### src/rtl/charge_pkg.sv
// Shared types and constants for the piezo charge-tune detector.
package charge_pkg;

  // Note codes reported on note_code. NONE means "no note window matched".
  typedef enum logic [2:0] {
    NONE = 3'd0,
    G6   = 3'd1,
    C7   = 3'd2,
    E7   = 3'd3,
    G7   = 3'd4
  } note_t;

  // Segment tracker states, visible as charge_detect.state_q.
  typedef enum logic [1:0] {
    S_IDLE  = 2'd0,
    S_ARM   = 2'd1,
    S_TRACK = 2'd2
  } seg_state_t;

  // Nominal square-wave periods in 50 MHz clocks.
  localparam logic [15:0] G6_PERIOD = 16'd31888;
  localparam logic [15:0] C7_PERIOD = 16'd23890;
  localparam logic [15:0] E7_PERIOD = 16'd18960;
  localparam logic [15:0] G7_PERIOD = 16'd15944;

  localparam int          DUR_W   = 26;
  localparam logic [25:0] MAX_DUR = 26'h3FF_FFFF;

  localparam int    TUNE_LEN = 6;
  localparam note_t TUNE [TUNE_LEN] = '{G6, C7, E7, G7, E7, G7};

  // Tune lookup with constant indices; out-of-range indices give NONE.
  function automatic note_t tune_note(input logic [2:0] idx);
    note_t n;
    case (idx)
      3'd0:    n = TUNE[0];
      3'd1:    n = TUNE[1];
      3'd2:    n = TUNE[2];
      3'd3:    n = TUNE[3];
      3'd4:    n = TUNE[4];
      3'd5:    n = TUNE[5];
      default: n = NONE;
    endcase
    return n;
  endfunction

  // True when |p - nom| <= tol, evaluated without signed arithmetic.
  function automatic logic in_window(input logic [15:0] p, input logic [15:0] nom,
                                     input logic [15:0] tol);
    logic [16:0] p_plus_tol;
    logic [16:0] nom_plus_tol;
    p_plus_tol   = {1'b0, p} + {1'b0, tol};
    nom_plus_tol = {1'b0, nom} + {1'b0, tol};
    return (p_plus_tol >= {1'b0, nom}) && ({1'b0, p} <= nom_plus_tol);
  endfunction

endpackage

### src/rtl/charge_detect_tone_period_meter.sv
// Synchronizes tone_in, detects rising edges, measures the period between
// rises and classifies it against the four note windows.
module tone_period_meter
  import charge_pkg::*;
#(
  parameter logic [15:0] TOL          = 16'd512,
  parameter logic [15:0] SILENCE_CLKS = 16'd40000,
  parameter logic [15:0] NOM_G6       = G6_PERIOD,
  parameter logic [15:0] NOM_C7       = C7_PERIOD,
  parameter logic [15:0] NOM_E7       = E7_PERIOD,
  parameter logic [15:0] NOM_G7       = G7_PERIOD
) (
  input  logic        clk,
  input  logic        rst,
  input  logic        tone_in,
  output logic        rise,
  output logic [15:0] p,
  output note_t       c,
  output logic        silence
);

  logic        sync1;
  logic        sync2;
  logic        prev;
  logic [15:0] per_cnt;

  // Two-flop synchronizer plus one delay flop for edge detection.
  always_ff @(posedge clk) begin
    if (rst) begin
      sync1 <= 1'b0;
      sync2 <= 1'b0;
      prev  <= 1'b0;
    end else begin
      sync1 <= tone_in;
      sync2 <= sync1;
      prev  <= sync2;
    end
  end

  assign rise = sync2 & ~prev;

  // Period counter: reloads to 1 on a rise so rises N clocks apart read N.
  always_ff @(posedge clk) begin
    if (rst) begin
      per_cnt <= 16'd0;
    end else if (rise) begin
      per_cnt <= 16'd1;
    end else if (per_cnt != 16'hFFFF) begin
      per_cnt <= per_cnt + 16'd1;
    end
  end

  assign p = per_cnt;

  // Windows are disjoint as long as TOL stays below half the smallest gap.
  always_comb begin
    c = NONE;
    if (in_window(per_cnt, NOM_G6, TOL))      c = G6;
    else if (in_window(per_cnt, NOM_C7, TOL)) c = C7;
    else if (in_window(per_cnt, NOM_E7, TOL)) c = E7;
    else if (in_window(per_cnt, NOM_G7, TOL)) c = G7;
  end

  // A rise reloads per_cnt, so it always wins over the silence threshold.
  assign silence = (per_cnt == SILENCE_CLKS) && !rise;

endmodule

### src/rtl/charge_detect.sv
// Listens to the piezo square wave, reports note segments and pulses
// charge_det when the G6,C7,E7,G7,E7,G7 charge tune is heard.
//
// Handshake: note_vld is a one-cycle pulse with no back-pressure; note_code
// and note_dur are valid in that cycle and hold until the next note_vld.
// charge_det is a one-cycle pulse, one clock after the completing note_vld.
module charge_detect
  import charge_pkg::*;
#(
  parameter logic [15:0] TOL          = 16'd512,
  parameter logic [7:0]  MIN_PERIODS  = 8'd4,
  parameter logic [15:0] SILENCE_CLKS = 16'd40000,
  parameter logic [15:0] NOM_G6       = G6_PERIOD,
  parameter logic [15:0] NOM_C7       = C7_PERIOD,
  parameter logic [15:0] NOM_E7       = E7_PERIOD,
  parameter logic [15:0] NOM_G7       = G7_PERIOD
) (
  input  logic        clk,
  input  logic        rst,
  input  logic        tone_in,
  output logic        note_vld,
  output note_t       note_code,
  output logic [25:0] note_dur,
  output logic        charge_det,
  output logic        busy
);

  logic        rise;
  logic [15:0] p;
  note_t       c;
  logic        silence;

  seg_state_t  state_q;
  seg_state_t  state_d;
  note_t       cur;
  logic [7:0]  cnt;
  logic [25:0] dur;
  logic [2:0]  seq_idx;

  logic        load_seg;
  logic        inc_seg;
  logic        close_seg;
  logic [26:0] dur_sum;

  tone_period_meter #(
    .TOL          (TOL),
    .SILENCE_CLKS (SILENCE_CLKS),
    .NOM_G6       (NOM_G6),
    .NOM_C7       (NOM_C7),
    .NOM_E7       (NOM_E7),
    .NOM_G7       (NOM_G7)
  ) u_meter (
    .clk     (clk),
    .rst     (rst),
    .tone_in (tone_in),
    .rise    (rise),
    .p       (p),
    .c       (c),
    .silence (silence)
  );

  // Segment FSM state register.
  always_ff @(posedge clk) begin
    if (rst) state_q <= S_IDLE;
    else     state_q <= state_d;
  end

  // Segment FSM next state: the first rise only arms, since no period exists yet.
  always_comb begin
    state_d = state_q;
    case (state_q)
      S_IDLE:  if (rise) state_d = S_ARM;
      S_ARM:   if (rise && c != NONE) state_d = S_TRACK;
               else if (silence)      state_d = S_IDLE;
      S_TRACK: if (rise && c == NONE) state_d = S_ARM;
               else if (silence)      state_d = S_IDLE;
      default: state_d = S_IDLE;
    endcase
  end

  // Segment FSM outputs: start, extend or close the current segment.
  always_comb begin
    busy      = (state_q != S_IDLE);
    load_seg  = 1'b0;
    inc_seg   = 1'b0;
    close_seg = 1'b0;
    if (state_q == S_ARM) begin
      load_seg = rise && (c != NONE);
    end else if (state_q == S_TRACK) begin
      inc_seg   = rise && (c == cur);
      load_seg  = rise && (c != cur) && (c != NONE);
      close_seg = (rise && (c != cur)) || silence;
    end
  end

  assign dur_sum = {1'b0, dur} + {11'd0, p};

  // Segment accumulators: period count and summed duration, both saturating.
  always_ff @(posedge clk) begin
    if (rst) begin
      cur <= NONE;
      cnt <= 8'd0;
      dur <= 26'd0;
    end else if (load_seg) begin
      cur <= c;
      cnt <= 8'd1;
      dur <= {10'd0, p};
    end else if (inc_seg) begin
      if (cnt != 8'hFF) cnt <= cnt + 8'd1;
      dur <= dur_sum[26] ? MAX_DUR : dur_sum[25:0];
    end
  end

  // Report a closed segment only if it lasted long enough to be a real note.
  always_ff @(posedge clk) begin
    if (rst) begin
      note_vld  <= 1'b0;
      note_code <= NONE;
      note_dur  <= 26'd0;
    end else begin
      note_vld <= 1'b0;
      if (close_seg && cnt >= MIN_PERIODS) begin
        note_vld  <= 1'b1;
        note_code <= cur;
        note_dur  <= dur;
      end
    end
  end

  // Tune matcher: a mismatching G6 can itself start a new attempt.
  always_ff @(posedge clk) begin
    if (rst) begin
      seq_idx    <= 3'd0;
      charge_det <= 1'b0;
    end else begin
      charge_det <= 1'b0;
      if (note_vld) begin
        if (note_code == tune_note(seq_idx)) begin
          if (seq_idx == 3'(TUNE_LEN - 1)) begin
            seq_idx    <= 3'd0;
            charge_det <= 1'b1;
          end else begin
            seq_idx <= seq_idx + 3'd1;
          end
        end else begin
          seq_idx <= (note_code == G6) ? 3'd1 : 3'd0;
        end
      end
    end
  end

endmodule

### config.mk
export PLATFORM = sky130hd
export DESIGN_NAME = charge_detect
export DESIGN_NICKNAME = d
export VERILOG_FILES = /design/src/rtl/charge_pkg.sv /design/src/rtl/charge_detect_tone_period_meter.sv /design/src/rtl/charge_detect.sv
export SDC_FILE = /design/constraint.sdc
export NUM_CORES = 1
export LEC_CHECK = 0
export CORE_MARGIN = 2
export CORE_UTILIZATION = 43
export CTS_BUF_LIST = sky130_fd_sc_hd__clkbuf_2
export DETAILED_ROUTE_END_ITERATION = 7
export HOLD_SLACK_MARGIN = 0.1
export PLACE_DENSITY = 0.66
export SLEW_MARGIN = 25
export SYNTH_ARGS = -nofsm -noshare
export SYNTH_HDL_FRONTEND = slang
export SYNTH_SLANG_ARGS = --single-unit
### constraint.sdc
create_clock -name clk -period 5.7 [get_ports clk]
set_input_delay 1.14 -clock clk [delete_from_list [all_inputs] [get_ports clk]]
set_output_delay 1.14 -clock clk [all_outputs]
set_load 0.01 [all_outputs]
==> results.toml, run 1 <==
[sta]
slew_headroom = 0.325
holdWs_ns = 0.481
achievable-frequency_ghz = 0.228
post-route-worst-setup-slack_ns = 1.31
fin_skew_ns = 0.0478
setup_viol = 0
period_needed_ns = 4.39
worst_pin_slew_ns = 1.01
tns_ns = 0
rsz0062_at_grt = "false"
finalMaxSlewViolations = 0
finalHoldViolations = 0
fin_crit_sh = 0.770

[logic_synthesis]
yosysSeqAreaShare = 0.328
ys_top_cells_by_count = "dfxtp_1, nor2_1, a21oi_1"
synth_ff_type = "dfxtp_1"
synth_most_common_cell = "dfxtp_1"
netlist_instances = 673
synthTopCellsByArea = "dfxtp_1, mux2i_1, nor2_1"
syn_avg_cell_area_um2 = 8.35
synth.cell_area_mm2 = 0.00562
synth_edf_count = 0
synth_warnings = 0
synth_top_cell_by_area = "dfxtp_1"
synth_cell_type_count = 76
yosysTopAreaCellShare = 0.328
synth_seq_cells = 92
async_reset_ff_frac = 0
syn-num-nets = 702

[min_path]
hold_class = "reg -> reg"
hold-path-cell-count = 1

[cells_and_area]
num_antenna_cells = 0
finalInstanceArea_mm2 = 0.00610
n_fill_cell = 1257
syn_to_final_growth_pct = 8.44
final_util = 0.481
num-nets-final = 709
stdcell_count = 857
drive_above_1_share = 0.0686

[critical_path]
critPathMaxFanout = 19
rr_worst_depth = 11
start_kind = "register"
setup.worst_path.end_class = "register"
path_class = "reg -> reg"
required_ns = 6.24
arrival_ns = 4.93

[placed_design]
port_buffers = 34
dpl.cell_count = 841
dpl_cell_area_mm2 = 0.00598
hpwl_um = 9430
dpl_worst_slack_ns = 1.42
place_congestion = 0.911

[drt]
wl_per_cell_um = 15.4
via_per_inst = 5.77
drc = 0
first_pass_iters = 5
via_count = 4947
wirelength_um = 13200
drt-initial-drc-count = 432
detail-route-antenna-nets = 0

[die]
rows = 41
fp.coreArea_mm2 = 0.0127
dieArea_mm2 = 0.0140
pin_count = 35
die_w_um = 118
start_util = 0.444
die_h_um = 118

[cts]
root_buffer = "clkbuf_2"
max-clock-path-buffers = 2
cts_buffers = 9
cts_tree = "built"
cts.htree.levels = 3
cts_setup_buffers = 0
hold_buffers = 0
clkSlewWorstSetupHoldPaths_ns = 0.28
cts_resized = 0
clk_latency_ns = 0.60
cts.sinks = 92

[global_route]
antenna_found_initial = 0
grt_pass1_vias = 4589
grtUsageTotal = 0.189
grt_pass1_wl_um = 22100
grt_overflow = 0
grt_max_degree = 36

[run]
cap_violations = 0

[status]
status = "finished clean"

[pwr]
ir_drop_v = 0.0000755
power_mw = 1.01
powerDensity_mw_per_mm2 = 166
power.leakage_nw = 2.07
## kinds of logic (layout without fill, tap and decap cells)
kind of cell | count (synthesis) | after routing | synth area share
compound gates | 160 | 160 | 0.197
mux | 34 | 34 | 0.0605
flops | 92 | 92 | 0.328
xor+xnor | 33 | 33 | 0.0514
buf+inv | 64 | 76 | 0.0561
simple gates | 263 | 263 | 0.246
fa+ha+maj | 27 | 27 | 0.0610
## flip-flops by register name, summed over array words and instances (netlist names)
name / flops
cur: 3
dur: 26
note_dur: 26
note_code: 3
cnt: 8
u_meter.prev: 1
u_meter.p: 16
state_q: 2
charge_det: 1
u_meter.sync2: 1
seq_idx: 3
u_meter.sync1: 1
note_vld: 1
## layout by cell type, fill, tap and decap left out, types with 8 or more instances in the layout
cell type and count:
nand2_1 40, nor2b_1 10, a21oi_2 10, a211oi_1 8
inv_1 22, nor3_1 20, nand4_1 12, and3_1 12
a21oi_1 42, xnor2_1 21, dfxtp_1 92, clkbuf_2 9
nand2b_1 16, clkdlybuf4s50_1 33, nor2_1 90, ha_1 25
nand3_1 11, a31oi_1 10, nand3b_1 8, a221o_1 15
mux2i_1 34, xor2_1 12, o21ai_0 18
## area by class of cell
type | count | area [um^2] | area share
multi-input cells | 517 | 3480 | 0.571
flip-flops and latches | 92 | 1840 | 0.302
repair buffers | 37 | 358 | 0.0587
well taps | 172 | 215 | 0.0353
inverters | 23 | 86.3 | 0.0142
clock inverters | 7 | 70.1 | 0.0115
clock buffers | 9 | 45.0 | 0.00739
## layer usage
layer | vias up | part of all wire | global-route usage
li1 | 2445 | - | -
met1 | 2344 | 0.48 | 0.250
met2 | 139 | 0.46 | 0.311
met3 | 19 | 0.045 | 0.0338
met4 | 0 | 0.016 | 0.0580
met5 | - | 0 | 0
## report_power, final
part / internal [mW] / total, mW / switching, mW
Clock: 0.0697 / 0.323 / 0.254
Sequential: 0.649 / 0.655 / 0.00611
Combinational: 0.00988 / 0.0313 / 0.0214
Total: 0.729 / 1.01 / 0.281
## path summary, 6_finish.rpt
path	from	end	slack (ns)
min	u_meter.sync1	u_meter.sync2	0.48
max reg2reg	u_meter.p[9]	dur[9]	1.31
max	u_meter.p[9]	dur[9]	1.31
min reg2reg	u_meter.sync1	u_meter.sync2	0.48
## worst max-delay path, stage by stage, from the launching register on
cell     delay, ns
dfxtp_1       0.80
ha_1          0.64
nand3_1       0.23
and4_1        0.28
o21ai_1       0.24
o21a_1        0.21
nand2_1       0.10
or3_1         0.38
a211o_1       0.52
or2_1         0.58
a21oi_1       0.25
a221o_1       0.13
No activity file was read; power rests on OpenSTA's default activity.
==> inputs of run 2 (changes only) <==
Settings changed: PLACE_DENSITY 0.66 to 0.68.
Clock period 5.7 ns to 4 ns, I/O delays scaled along.
==> run 2 against run 1 <==
Largest cell class unchanged; largest power group unchanged; highest routed layer unchanged; setup slack lost 1.1 ns; cell area rose by 1.6%; via count is 0.81% higher; register-to-register slack worse by 1.1 ns; sequential power grew 43%; global-route usage rose by 0.73 points; critical path type unchanged; routed wire length grew 0.95%; clock-buffer cell count did not move; total power rose by 42%.
==> results.toml, run 2 (synthesis results as in run 1) <==
[placed_design]
dpl.cell_count = 853
dpl_cell_area_mm2 = 0.00609
port_buffers = 34
place_congestion = 0.974
hpwl_um = 9680

[run]
cap_violations = 0

[global_route]
grt_pass1_vias = 4843
grtUsageTotal = 0.196
antenna_found_initial = 0
grt_pass1_wl_um = 22900
grt_max_degree = 40
grt_overflow = 0

[cts]
max-clock-path-buffers = 2
cts.sinks = 92
cts_buffers = 9
cts_tree = "built"
cts_setup_buffers = 0
cts.htree.levels = 3
clk_latency_ns = 0.61
hold_buffers = 0
clkSlewWorstSetupHoldPaths_ns = 0.27
cts_resized = 0
root_buffer = "clkbuf_2"

[critical_path]
setup.worst_path.end_class = "register"
path_class = "reg -> reg"
reg2reg_from = "u_meter.p[9]"
crit_chain = "inv_1 -> ha_1 -> nor3_1 -> a21oi_1 -> o32ai_1 -> nand3_2 -> o2bb2ai_2 -> o221ai_1 -> a211o_1 -> or2_1 -> a21oi_1 -> a221o_1"
crit_top_cell = "a21oi_1"
cp_slowest_cell = "or2_1"
critPathMaxFanout = 15
path_delay_family = "compound AO/OA/AOI/OAI gates"
required_ns = 4.50
path_buf_inv = 1
startpoint = "u_meter.p[9]"
arrival_ns = 4.26
cpPeakStageDelay_ns = 0.65
start_kind = "register"

[sta]
period_needed_ns = 3.77
finalMaxSlewViolations = 0
finalHoldViolations = 0
rsz0062_at_grt = "false"
setup_viol = 0
tns_ns = 0
fin_skew_ns = 0.0450
fin_crit_sh = 0.942
achievable-frequency_ghz = 0.266
slew_headroom = 0.494
worst_pin_slew_ns = 0.750

[cells_and_area]
layout_common_cells = "dfxtp_1, nor2_1, a21oi_1, nand2_1, mux2i_1"
num-nets-final = 721
num_antenna_cells = 0
drive_above_1_share = 0.0875
stdcell_count = 869
syn_to_final_growth_pct = 10.2
layout_commonest_cell = "dfxtp_1"
finalInstanceArea_mm2 = 0.00619

[pwr]
powerDensity_mw_per_mm2 = 231
ir_drop_v = 0.0000882
power.leakage_nw = 2.12

[drt]
via_per_inst = 5.74
drc = 0
first_pass_iters = 5
wl_per_cell_um = 15.3
via_count = 4987
detail-route-antenna-nets = 0
drt-initial-drc-count = 352
wirelength_um = 13300

[min_path]
hold_class = "reg -> reg"
min_from = "u_meter.sync1"

[die]
start_util = 0.444
fp.coreArea_mm2 = 0.0127
die_w_um = 118
pin_count = 35
rows = 41
die_h_um = 118
dieArea_mm2 = 0.0140

[status]
status = "finished clean"
==> run 2: changes by cell type in the layout (fill, tap and decap cells not counted), sizes merged <==
| cell | delta |
|---|---|
| buf | +12 |
| clkinvlp | +1 |
| inv | -1 |
==> run 2: metal layers <==
metal,global-route usage,share of wire
met5,0,0
met4,0.0670,0.021
met3,0.0420,0.048
met2,0.328,0.46
met1,0.248,0.47
==> run 2: power breakdown <==
part           internal, mW  switching (mW)
clock                0.0921           0.358
combinational        0.0155          0.0309
sequential            0.925         0.00972
total                  1.03           0.399
==> run 2: path summary, 6_finish.rpt <==
check / end / slack [ns] / cells after the start
worst max-delay path: dur[9] / 0.23 / 12
worst min-delay path: u_meter.sync2 / 0.46 / 1
worst max register to register: dur[9] / 0.23 / 12
worst min register to register: u_meter.sync2 / 0.46 / 1
==> run 2: stage by stage <==
| stage | util | hold slack, ns | total power, mW | setup WS [ns] |
|---|---|---|---|---|
| finish | 0.489 | 0.462 | 1.43 | 0.234 |
| global route | 0.489 | 0.461 | 1.49 | 0.0109 |
| CTS | 0.489 | 0.451 | 1.45 | 0.210 |
| detailed placement | 0.480 | 0.422 | 0.997 | 0.262 |
| global placement | 0.480 | 0.421 | 0.995 | 0.264 |
| floorplan | - | 0.414 | 0.982 | 0.535 |
==> run 2: layout make-up <==
class	count	area, um^2
Fill cell	1233	6480
Multi-Input combinational cell	517	3480
Sequential cell	92	1840
Clock buffer	9	45.0
Clock inverter	7	61.3
Inverter	23	86.3
Timing Repair Buffer	49	460
Tap cell	172	215
==> inputs of run 3 (changes only) <==
Settings changed: CORE_MARGIN 2 to default.
==> run 3 against run 2 <==
Worst hold slack improved by 0.0046 ns; largest cell class unchanged; clock-buffer cell count unchanged; sequential cell count unchanged; critical path type unchanged; die area decreased by 3.4%; clock skew shrank 0.017 ns; largest power group unchanged; sequential share of layout area down 0.23 points; highest routed layer unchanged.
==> results.toml, run 3 (synthesis results as in run 1) <==
[critical_path]
path_class = "reg -> reg"
crit_top_cell = "nor2_1"
setup.worst_path.end_class = "register"
cp_slowest_cell = "dfxtp_2"
required_ns = 4.51
cpPeakStageDelay_ns = 0.49
worstSetupEndpoint = "dur[24]"
arrival_ns = 4.20
r2r_end = "dur[24]"
crit_chain = "inv_1 -> ha_1 -> nand4b_1 -> o22ai_1 -> a221oi_1 -> o211a_2 -> nor2_1 -> or3_1 -> a211o_1 -> buf_4 -> nor3_1 -> nor2_1 -> a211oi_1"
startpoint = "u_meter.p[9]"
start_kind = "register"
reg2reg_from = "u_meter.p[9]"
rr_worst_depth = 13
critPathMaxFanout = 11
regToRegSetupSlack_ns = 0.30

[status]
status = "finished clean"

[sta]
finalHoldViolations = 0
rsz0062_at_grt = "false"
slew_headroom = 0.486
finalMaxSlewViolations = 0
holdWs_ns = 0.467
tns_ns = 0
fin_skew_ns = 0.0276
setup_viol = 0
worst_pin_slew_ns = 0.770
period_needed_ns = 3.70
fin_crit_sh = 0.924
achievable-frequency_ghz = 0.271

[global_route]
grt.busiest_layer = "met2"
antenna_found_initial = 0
grt_overflow = 0
use_met1 = 0.274
grt_pass1_wl_um = 22900
grt_pass1_vias = 4767
grt_max_degree = 35
grtUsageMet3 = 0.0327
gr-usage-met2 = 0.359
grtUsageTotal = 0.213

[die]
pin_count = 35
start_util = 0.444
dieArea_mm2 = 0.0135
die_h_um = 116
die_w_um = 116
rows = 41
fp.coreArea_mm2 = 0.0127

[cts]
cts.sinks = 92
cts_buffers = 9
clkSlewWorstSetupHoldPaths_ns = 0.27
max-clock-path-buffers = 2
root_buffer = "clkbuf_2"
cts.htree.levels = 3
cts_setup_buffers = 0
clk_latency_ns = 0.60
cts_tree = "built"

[drt]
drt-initial-drc-count = 374
first_pass_iters = 4
drc = 0
detail-route-antenna-nets = 0
wirelength_um = 13700
via_per_inst = 5.80
via_count = 5060
wl_per_cell_um = 15.7

[cells_and_area]
layout_common_cells = "dfxtp_1, nor2_1, a21oi_1, nand2_1, mux2i_1"
num-nets-final = 724
drive_above_1_share = 0.0957
stdcell_count = 872
layout_commonest_cell = "dfxtp_1"
num_antenna_cells = 0
syn_to_final_growth_pct = 11.1

[run]
cap_violations = 0

[min_path]
hold_class = "reg -> reg"

[placed_design]
dpl.cell_count = 856
place_congestion = 0.931
hpwl_um = 10000
port_buffers = 34

[pwr]
power.leakage_nw = 2.15
ir_drop_v = 0.000107
powerDensity_mw_per_mm2 = 238
run 3: layout make-up:
type	instances	area [um^2]
Timing Repair Buffer	52	483
Tap cell	172	215
Fill cell	1223	6420
Clock buffer	9	45.0
Multi-Input combinational cell	517	3490
Sequential cell	92	1840
Clock inverter	7	82.6
Inverter	23	86.3
run 3: routing by layer:
metal  vias to the layer above  share of wire
met4                         0          0.016
met2                       126           0.48
met3                        22          0.040
li1                       2482              -
met1                      2430           0.47
met5                         -              0
run 3: worst min-delay path by stage:
stage / from / endpoint / depth (start not counted)
CTS: u_meter.sync1 / u_meter.sync2 / 1
floorplan: u_meter.sync1 / u_meter.sync2 / 1
global placement: u_meter.sync1 / u_meter.sync2 / 1
global route: u_meter.sync1 / u_meter.sync2 / 1
detailed placement: u_meter.sync1 / u_meter.sync2 / 1
finish: u_meter.sync1 / u_meter.sync2 / 1
run 3: per-stage QoR:
| step | worst slack (ns) | power, mW | instance area [um^2] | util |
|---|---|---|---|---|
| 2_1_floorplan | 0.535 | 0.982 | 5620 | - |
| 3_3_place_gp | 0.253 | 0.995 | 6110 | 0.482 |
| 3_5_place_dp | 0.191 | 0.996 | 6110 | 0.482 |
| 4_1_cts | 0.138 | 1.49 | 6240 | 0.492 |
| 5_1_grt | 0.0150 | 1.55 | 6250 | 0.493 |
| 6_report | 0.304 | 1.48 | 6250 | 0.493 |
run 3: report_power, final:
part	leakage, nW	switching (mW)	internal, mW
logic	1.33	0.0313	0.0148
registers	0.742	0.00922	0.924
clock network	0.0710	0.350	0.154
run 3: repair_timing:
| action | 4_1_cts | 5_1_grt |
|---|---|---|
| hold endpoints to repair | 0 | 0 |
| resized for setup | 0 | 5 |
| hold buffers | 0 | 0 |
| endpoints found under the setup margin | 0 | 26 |
run 3: critical path: cells and delay by family (launching register included):
| family | cells | cell delay (ns) |
|---|---|---|
| AO/OA/AOI/OAI | 5 | 1.39 |
| adder cells (fa/ha/maj) | 1 | 0.38 |
| buffers and inverters | 2 | 0.32 |
| flip-flops | 1 | 0.49 |
| AND/OR/NAND/NOR | 5 | 1.02 |
